[src/rtl/decode.sv]
// RV32I decode stage: registers one fetched instruction per cycle and emits decoded fields.
// Latency 1; stall_out holds fetch on a downstream stall or a load-use hazard, and flush overrides both.
module decode #(
    parameter int ADDR_W  = 32,
    parameter int INSTR_W = 32
) (
    input  logic               clk_i,
    input  logic               reset_i,
    input  logic [INSTR_W-1:0] in_instr_i,
    input  logic [ADDR_W-1:0]  in_pc_i,
    input  logic               in_valid_i,
    output logic               stall_out_o,
    output logic [4:0]         rs1_addr_o,
    output logic [4:0]         rs2_addr_o,
    input  logic [31:0]        rs1_data_i,
    input  logic [31:0]        rs2_data_i,
    input  logic               stall_in_i,
    input  logic               flush_i,
    output logic               out_valid_o,
    output logic [ADDR_W-1:0]  out_pc_o,
    output logic [4:0]         out_rd_o,
    output logic [31:0]        out_rs1_val_o,
    output logic [31:0]        out_rs2_val_o,
    output logic [31:0]        out_imm_o,
    output logic [2:0]         out_class_o,
    output logic [3:0]         out_alu_op_o,
    output logic [2:0]         out_funct3_o,
    output logic               out_illegal_o
);
    localparam logic [2:0] CLS_ALU_R = 3'd0, CLS_ALU_I = 3'd1, CLS_LOAD = 3'd2, CLS_STORE = 3'd3,
                           CLS_BRANCH = 3'd4, CLS_JAL = 3'd5, CLS_JALR = 3'd6, CLS_UPPER = 3'd7;
    localparam logic [3:0] ALU_ADD = 4'd0, ALU_SUB = 4'd1, ALU_SLL = 4'd2, ALU_SLT = 4'd3,
                           ALU_SLTU = 4'd4, ALU_XOR = 4'd5, ALU_SRL = 4'd6, ALU_SRA = 4'd7,
                           ALU_OR = 4'd8, ALU_AND = 4'd9, ALU_PASS_B = 4'd10;
    localparam logic [6:0] F7_ALT = 7'b0100000;

    typedef enum logic {S_IDLE, S_BUBBLE} hz_state_e;
    hz_state_e state_q, state_d;

    logic              out_valid_q, out_valid_d, out_illegal_q, out_illegal_d;
    logic [ADDR_W-1:0] out_pc_q, out_pc_d;
    logic [4:0]        out_rd_q, out_rd_d;
    logic [31:0]       out_rs1_val_q, out_rs1_val_d, out_rs2_val_q, out_rs2_val_d;
    logic [31:0]       out_imm_q, out_imm_d;
    logic [2:0]        out_class_q, out_class_d, out_funct3_q, out_funct3_d;
    logic [3:0]        out_alu_op_q, out_alu_op_d;

    logic [6:0]  opcode, f7;
    logic [2:0]  f3;
    logic [31:0] imm_i, imm_s, imm_b, imm_u, imm_j;
    logic [2:0]  dec_cls;
    logic [3:0]  dec_alu;
    logic [31:0] dec_imm;
    logic        dec_ill, dec_wb, uses_rs1, uses_rs2, hazard;

    assign opcode     = in_instr_i[6:0];
    assign f3         = in_instr_i[14:12];
    assign f7         = in_instr_i[31:25];
    assign rs1_addr_o = in_instr_i[19:15];
    assign rs2_addr_o = in_instr_i[24:20];

    assign imm_i = {{20{in_instr_i[31]}}, in_instr_i[31:20]};
    assign imm_s = {{20{in_instr_i[31]}}, in_instr_i[31:25], in_instr_i[11:7]};
    assign imm_b = {{19{in_instr_i[31]}}, in_instr_i[31], in_instr_i[7], in_instr_i[30:25],
                    in_instr_i[11:8], 1'b0};
    assign imm_u = {in_instr_i[31:12], 12'b0};
    assign imm_j = {{11{in_instr_i[31]}}, in_instr_i[31], in_instr_i[19:12], in_instr_i[20],
                    in_instr_i[30:21], 1'b0};

    function automatic logic [3:0] base_alu(input logic [2:0] fn3);
        case (fn3)
            3'd0:    return ALU_ADD;
            3'd1:    return ALU_SLL;
            3'd2:    return ALU_SLT;
            3'd3:    return ALU_SLTU;
            3'd4:    return ALU_XOR;
            3'd5:    return ALU_SRL;
            3'd6:    return ALU_OR;
            default: return ALU_AND;
        endcase
    endfunction

    always_comb begin
        dec_cls = CLS_ALU_R;
        dec_alu = ALU_ADD;
        dec_imm = '0;
        dec_ill = 1'b0;
        dec_wb  = 1'b1;
        case (opcode)
            7'b0110011: begin
                if (f7 == 7'b0)                        dec_alu = base_alu(f3);
                else if (f7 == F7_ALT && f3 == 3'd0)   dec_alu = ALU_SUB;
                else if (f7 == F7_ALT && f3 == 3'd5)   dec_alu = ALU_SRA;
                else                                   dec_ill = 1'b1;
            end
            7'b0010011: begin
                dec_cls = CLS_ALU_I;
                dec_imm = imm_i;
                dec_alu = base_alu(f3);
                // Shifts reuse imm[11:5] as funct7, so only the shamt is passed on.
                if (f3 == 3'd1 || f3 == 3'd5) begin
                    dec_imm = {27'b0, in_instr_i[24:20]};
                    if (f3 == 3'd5 && f7 == F7_ALT) dec_alu = ALU_SRA;
                    else if (f7 != 7'b0)            dec_ill = 1'b1;
                end
            end
            7'b0000011: begin
                dec_cls = CLS_LOAD;
                dec_imm = imm_i;
                dec_ill = (f3 == 3'd3) || (f3 > 3'd5);
            end
            7'b0100011: begin
                dec_cls = CLS_STORE;
                dec_imm = imm_s;
                dec_wb  = 1'b0;
                dec_ill = (f3 > 3'd2);
            end
            7'b1100011: begin
                dec_cls = CLS_BRANCH;
                dec_imm = imm_b;
                dec_wb  = 1'b0;
                dec_ill = (f3 == 3'd2) || (f3 == 3'd3);
            end
            7'b1101111: begin
                dec_cls = CLS_JAL;
                dec_imm = imm_j;
            end
            7'b1100111: begin
                dec_cls = CLS_JALR;
                dec_imm = imm_i;
                dec_ill = (f3 != 3'd0);
            end
            7'b0110111: begin
                dec_cls = CLS_UPPER;
                dec_imm = imm_u;
                dec_alu = ALU_PASS_B;
            end
            7'b0010111: begin
                dec_cls = CLS_UPPER;
                dec_imm = imm_u;
            end
            default: dec_ill = 1'b1;
        endcase
    end

    assign uses_rs1 = !dec_ill && dec_cls != CLS_JAL && dec_cls != CLS_UPPER;
    assign uses_rs2 = !dec_ill && (dec_cls == CLS_ALU_R || dec_cls == CLS_STORE || dec_cls == CLS_BRANCH);

    assign hazard = (state_q == S_IDLE) && out_valid_q && out_class_q == CLS_LOAD && out_rd_q != 5'd0
                 && in_valid_i && !stall_in_i && !flush_i
                 && ((uses_rs1 && rs1_addr_o == out_rd_q) || (uses_rs2 && rs2_addr_o == out_rd_q));

    assign stall_out_o = !reset_i && !flush_i && (stall_in_i || hazard);

    always_comb begin
        state_d       = S_IDLE;
        out_valid_d   = out_valid_q;
        out_pc_d      = out_pc_q;
        out_rd_d      = out_rd_q;
        out_rs1_val_d = out_rs1_val_q;
        out_rs2_val_d = out_rs2_val_q;
        out_imm_d     = out_imm_q;
        out_class_d   = out_class_q;
        out_alu_op_d  = out_alu_op_q;
        out_funct3_d  = out_funct3_q;
        out_illegal_d = out_illegal_q;
        if (flush_i) begin
            out_valid_d = 1'b0;
        end else if (!stall_in_i) begin
            if (hazard) begin
                out_valid_d = 1'b0;
                state_d     = S_BUBBLE;
            end else if (in_valid_i) begin
                out_valid_d   = 1'b1;
                out_pc_d      = in_pc_i;
                out_rd_d      = (dec_ill || !dec_wb) ? 5'd0 : in_instr_i[11:7];
                out_rs1_val_d = (rs1_addr_o == 5'd0) ? 32'd0 : rs1_data_i;
                out_rs2_val_d = (rs2_addr_o == 5'd0) ? 32'd0 : rs2_data_i;
                out_imm_d     = dec_imm;
                out_class_d   = dec_cls;
                out_alu_op_d  = dec_alu;
                out_funct3_d  = f3;
                out_illegal_d = dec_ill;
            end else begin
                out_valid_d = 1'b0;
            end
        end
    end

    always_ff @(posedge clk_i) begin
        if (reset_i) begin
            state_q       <= S_IDLE;
            out_valid_q   <= 1'b0;
            out_pc_q      <= '0;
            out_rd_q      <= '0;
            out_rs1_val_q <= '0;
            out_rs2_val_q <= '0;
            out_imm_q     <= '0;
            out_class_q   <= '0;
            out_alu_op_q  <= '0;
            out_funct3_q  <= '0;
            out_illegal_q <= 1'b0;
        end else begin
            state_q       <= state_d;
            out_valid_q   <= out_valid_d;
            out_pc_q      <= out_pc_d;
            out_rd_q      <= out_rd_d;
            out_rs1_val_q <= out_rs1_val_d;
            out_rs2_val_q <= out_rs2_val_d;
            out_imm_q     <= out_imm_d;
            out_class_q   <= out_class_d;
            out_alu_op_q  <= out_alu_op_d;
            out_funct3_q  <= out_funct3_d;
            out_illegal_q <= out_illegal_d;
        end
    end

    assign out_valid_o   = out_valid_q;
    assign out_pc_o      = out_pc_q;
    assign out_rd_o      = out_rd_q;
    assign out_rs1_val_o = out_rs1_val_q;
    assign out_rs2_val_o = out_rs2_val_q;
    assign out_imm_o     = out_imm_q;
    assign out_class_o   = out_class_q;
    assign out_alu_op_o  = out_alu_op_q;
    assign out_funct3_o  = out_funct3_q;
    assign out_illegal_o = out_illegal_q;
endmodule

[config.mk]
export PLATFORM = sky130hd
export DESIGN_NAME = decode
export DESIGN_NICKNAME = d
export VERILOG_FILES = /design/src/rtl/decode.sv
export SDC_FILE = /design/constraint.sdc
export NUM_CORES = 1
export LEC_CHECK = 0
export CELL_PAD_IN_SITES_DETAIL_PLACEMENT = 1
export CELL_PAD_IN_SITES_GLOBAL_PLACEMENT = 1
export CORE_MARGIN = 5
export CORE_UTILIZATION = 49
export DETAILED_ROUTE_END_ITERATION = 10
export DONT_BUFFER_PORTS = 1
export GPL_TIMING_DRIVEN = 0
export PLACE_DENSITY = 0.93
export SLEW_MARGIN = 40
export SYNTH_ARGS = -nofsm -noshare
export SYNTH_HDL_FRONTEND = slang
export SYNTH_SLANG_ARGS = --single-unit
[constraint.sdc]
create_clock -name clk_i -period 4.19 [get_ports clk_i]
set_clock_uncertainty 0.2 [all_clocks]
set_input_delay 0.419 -clock clk_i [delete_from_list [all_inputs] [get_ports clk_i]]
set_output_delay 0.419 -clock clk_i [all_outputs]
set_load 0.02 [all_outputs]
==> results.yml <==
cts:
  htreeDepth: 4
  cts_made_buffers: 17
  cts_root_buffer: "clkbuf_16"
  numClockSinks: 146
  cts_tree: "done"
  clk_path_buf_depth: 2
  clk_pin_slew_worst_paths_ps: 60
  clk_latency_ps: 430
  cts_hold_buffers: 109
  post_cts.repair.setup_buffers: 0
  cts_resized: 0
layout:
  area_growth_syn_to_layout_pct: 27.02
  n_fill_cell: 1584
  drive_above_1_share: 0.1062
  nNetsFinal: 1071
die:
  num_rows: 43
  ios: 289
  core_area_um2: 13990
  start_util: 0.5047
  die-area_um2: 16910
  die_y_um: 130.0
  die_w_um: 130.0
placed_design:
  pre_cts_ws_ps: 939.4
  place.port_buffers: 0
  dp.final_hpwl_mm: 18.77
  gp_congestion: 0.9418
setup_path:
  path_max_fanout: 10
  slowest_stage: "dfxtp_1"
  crit_chain: "nor3_1 -> a2111oi_0 -> o211ai_1 -> buf_2 -> nor2_1 -> o21a_1"
  ff2ff_setup_slack_ps: 1150
  r2r-start: "out_rd_o[4]"
  rr_worst_depth: 7
  end_kind: "output port"
  critPathRequiredTime_ps: 3570
  cpPeakStageDelay_ps: 600
  critPathArrivalTime_ps: 2710
  timing.rr.end: "out_rs1_val_o[9]"
  crit_path_start_kind: "flop"
  cp_top_family: "compound AO/OA/AOI/OAI gates"
  critPathKind: "reg -> out"
  critPathBufInv: 1
status:
  status: "finished, final reports clean"
yosys:
  syn-instance-count: 810
  syn_area_um2: 7061
  yosysWarnings: 0
  synth_nets: 943
  synth_edf_count: 0
  ys_async_sr_fraction: 0
  ys_seq_area_frac: 0.4140
  ys_seq_elements: 146
  synth_area_per_cell_um2: 8.717
  synthDistinctLibCells: 56
  ys.flop_type: "dfxtp_1"
global_routing:
  antenna_found_initial: 4
  grt_overflow_total: 0
  grt_pass1_wl_mm: 43.88
  grt_max_degree: 17
  gr-usage-all-layers: 0.3408
  grt_pass1_vias: 7706
min_path:
  min_from: "flush_i"
  min_path_type: "in -> reg"
  hold_depth: 2
  min_to: "state_q"
sta:
  setup_ws_ps: 862.4
  fin_crit_ps: 3328
  finalSetupViolations: 0
  rsz0062_at_grt: "no"
  hold_violations: 0
  worst_slew_pin_slew_ps: 844.3
  fin_crit_sh: 0.7942
  tns_ps: 0
  fmax_mhz: 300.5
  slew_violations: 0
  timing.hold.ws_ps: 44.56
  maxSlewHeadroom: 0.4328
drt:
  viasPerCell: 6.202
  antenna_left: 0
  vias: 7046
  wire_per_inst_um: 26.51
  drtIter0Drc: 379
  firstDrtPassIters: 5
  wl_mm: 30.12
  drc_errors: 0
power:
  ir_drop_mv: 0.2723
  p_per_area_nw_per_um2: 382.6
  power.total_uw: 3431
  power_leakage_uw: 0.003461
flow_run:
  maxCapViolCount: 0
==> cells by family after synthesis <==
group | Yosys count | share of synthesized area
muxes | 55 | 0.07833
DFF | 146 | 0.4140
and+or+nand+nor | 258 | 0.1586
buffers and inverters | 150 | 0.09818
xor gates and xnor gates | 13 | 0.01613
AOI/OAI and AO/OA | 188 | 0.2348
==> routing by layer <==
layer / vias up / track usage / part of all wire
met3: 126 / 0.1195 / 0.094
li1: 3106 / - / -
met1: 3429 / 0.3421 / 0.35
met5: - / 0 / 0
met4: 0 / 0.2072 / 0.059
met2: 385 / 0.6035 / 0.50
==> flip-flops by register name (all words and copies together) (netlist names) <==
name	count
out_rs1_val_o	32
out_class_o	3
out_alu_op_o	4
out_rd_o	5
out_funct3_o	3
out_pc_o	32
out_imm_o	32
out_illegal_o	1
out_valid_o	1
state_q	1
out_rs2_val_o	32
==> Yosys cell counts, types with 2 or more instances <==
library cell,number,area share
a2111oi_0,3,0.0037
a211oi_1,2,0.0021
a21o_1,2,0.0021
a21oi_1,29,0.021
a22o_1,4,0.0050
a31oi_1,5,0.0044
a32oi_1,2,0.0025
and3_1,2,0.0018
buf_1,2,0.0011
buf_2,14,0.0099
buf_4,16,0.017
buf_6,7,0.011
clkbuf_1,41,0.022
dfxtp_1,146,0.41
inv_1,70,0.037
mux2_2,2,0.0032
mux2i_1,53,0.075
nand2_1,180,0.096
nand2b_1,2,0.0018
nand3_1,20,0.014
nand3b_1,3,0.0032
nand4b_1,2,0.0025
nor2_1,20,0.011
nor2b_1,6,0.0053
nor3_1,7,0.0050
nor4_1,4,0.0035
o211a_1,22,0.031
o211ai_1,28,0.030
o21ai_0,11,0.0078
o22ai_1,2,0.0018
o311ai_4,2,0.0074
o32ai_1,45,0.056
o32ai_2,21,0.048
or2_2,2,0.0018
xnor2_1,6,0.0074
xor2_1,7,0.0087
==> final cells by class <==
cell class	instances	area, um2	share of cell area
multi-input combinational	514	3451	0.3848
sequential	146	2923	0.3259
timing repair buffer	109	1091	0.1217
clock buffer	21	470.5	0.05246
buffer	80	430.4	0.04799
inverter	70	262.8	0.02930
tap	180	225.2	0.02511
clock inverter	11	102.6	0.01144
antenna	5	12.51	0.001395
==> through the flow <==
step	util	area, um2	std cells
finish	0.6411	8969	1136
global route	0.6410	8966	1135
CTS	0.6403	8956	1131
detailed placement	0.5213	7292	990
global placement	0.5208	7286	990
floorplan	-	7061	810
==> power breakdown <==
part | internal, uW | switching (uW) | total (uW)
clock | 866 | 646 | 1510
combinational | 172 | 219 | 391
sequential | 1430 | 95.7 | 1530
==> layout by cell type (no fill, tap or decap), drive strengths merged, types with 3 or more instances in the layout <==
cell type,count
a2111oi,3
a21oi,30
a22o,4
a31oi,5
buf,39
clkbuf,62
clkinvlp,6
dfxtp,146
diode,5
dlygate4sd3,109
inv,72
mux2i,53
nand2,180
nand3,20
nand3b,3
nor2,20
nor2b,6
nor3,7
nor4,5
o211a,22
o211ai,28
o21ai,12
o311ai,3
o32ai,66
xnor2,6
xor2,7
==> how the worst max path moves through the flow <==
| stage | start | endpoint | slack, ps | cells after the start |
|---|---|---|---|---|
| 2_1_floorplan | in_instr_i[3] | stall_out_o | 1380 | 8 |
| 3_3_place_gp | in_instr_i[30] | out_rs1_val_o[24] | 1060 | 8 |
| 3_5_place_dp | in_instr_i[30] | out_rs1_val_o[25] | 940 | 8 |
| 4_1_cts | out_rd_o[4] | stall_out_o | 870 | 6 |
| 5_1_grt | out_rd_o[4] | stall_out_o | 620 | 6 |
| 6_report | out_rd_o[4] | stall_out_o | 860 | 6 |
No activity file was read; power rests on OpenSTA's default activity.
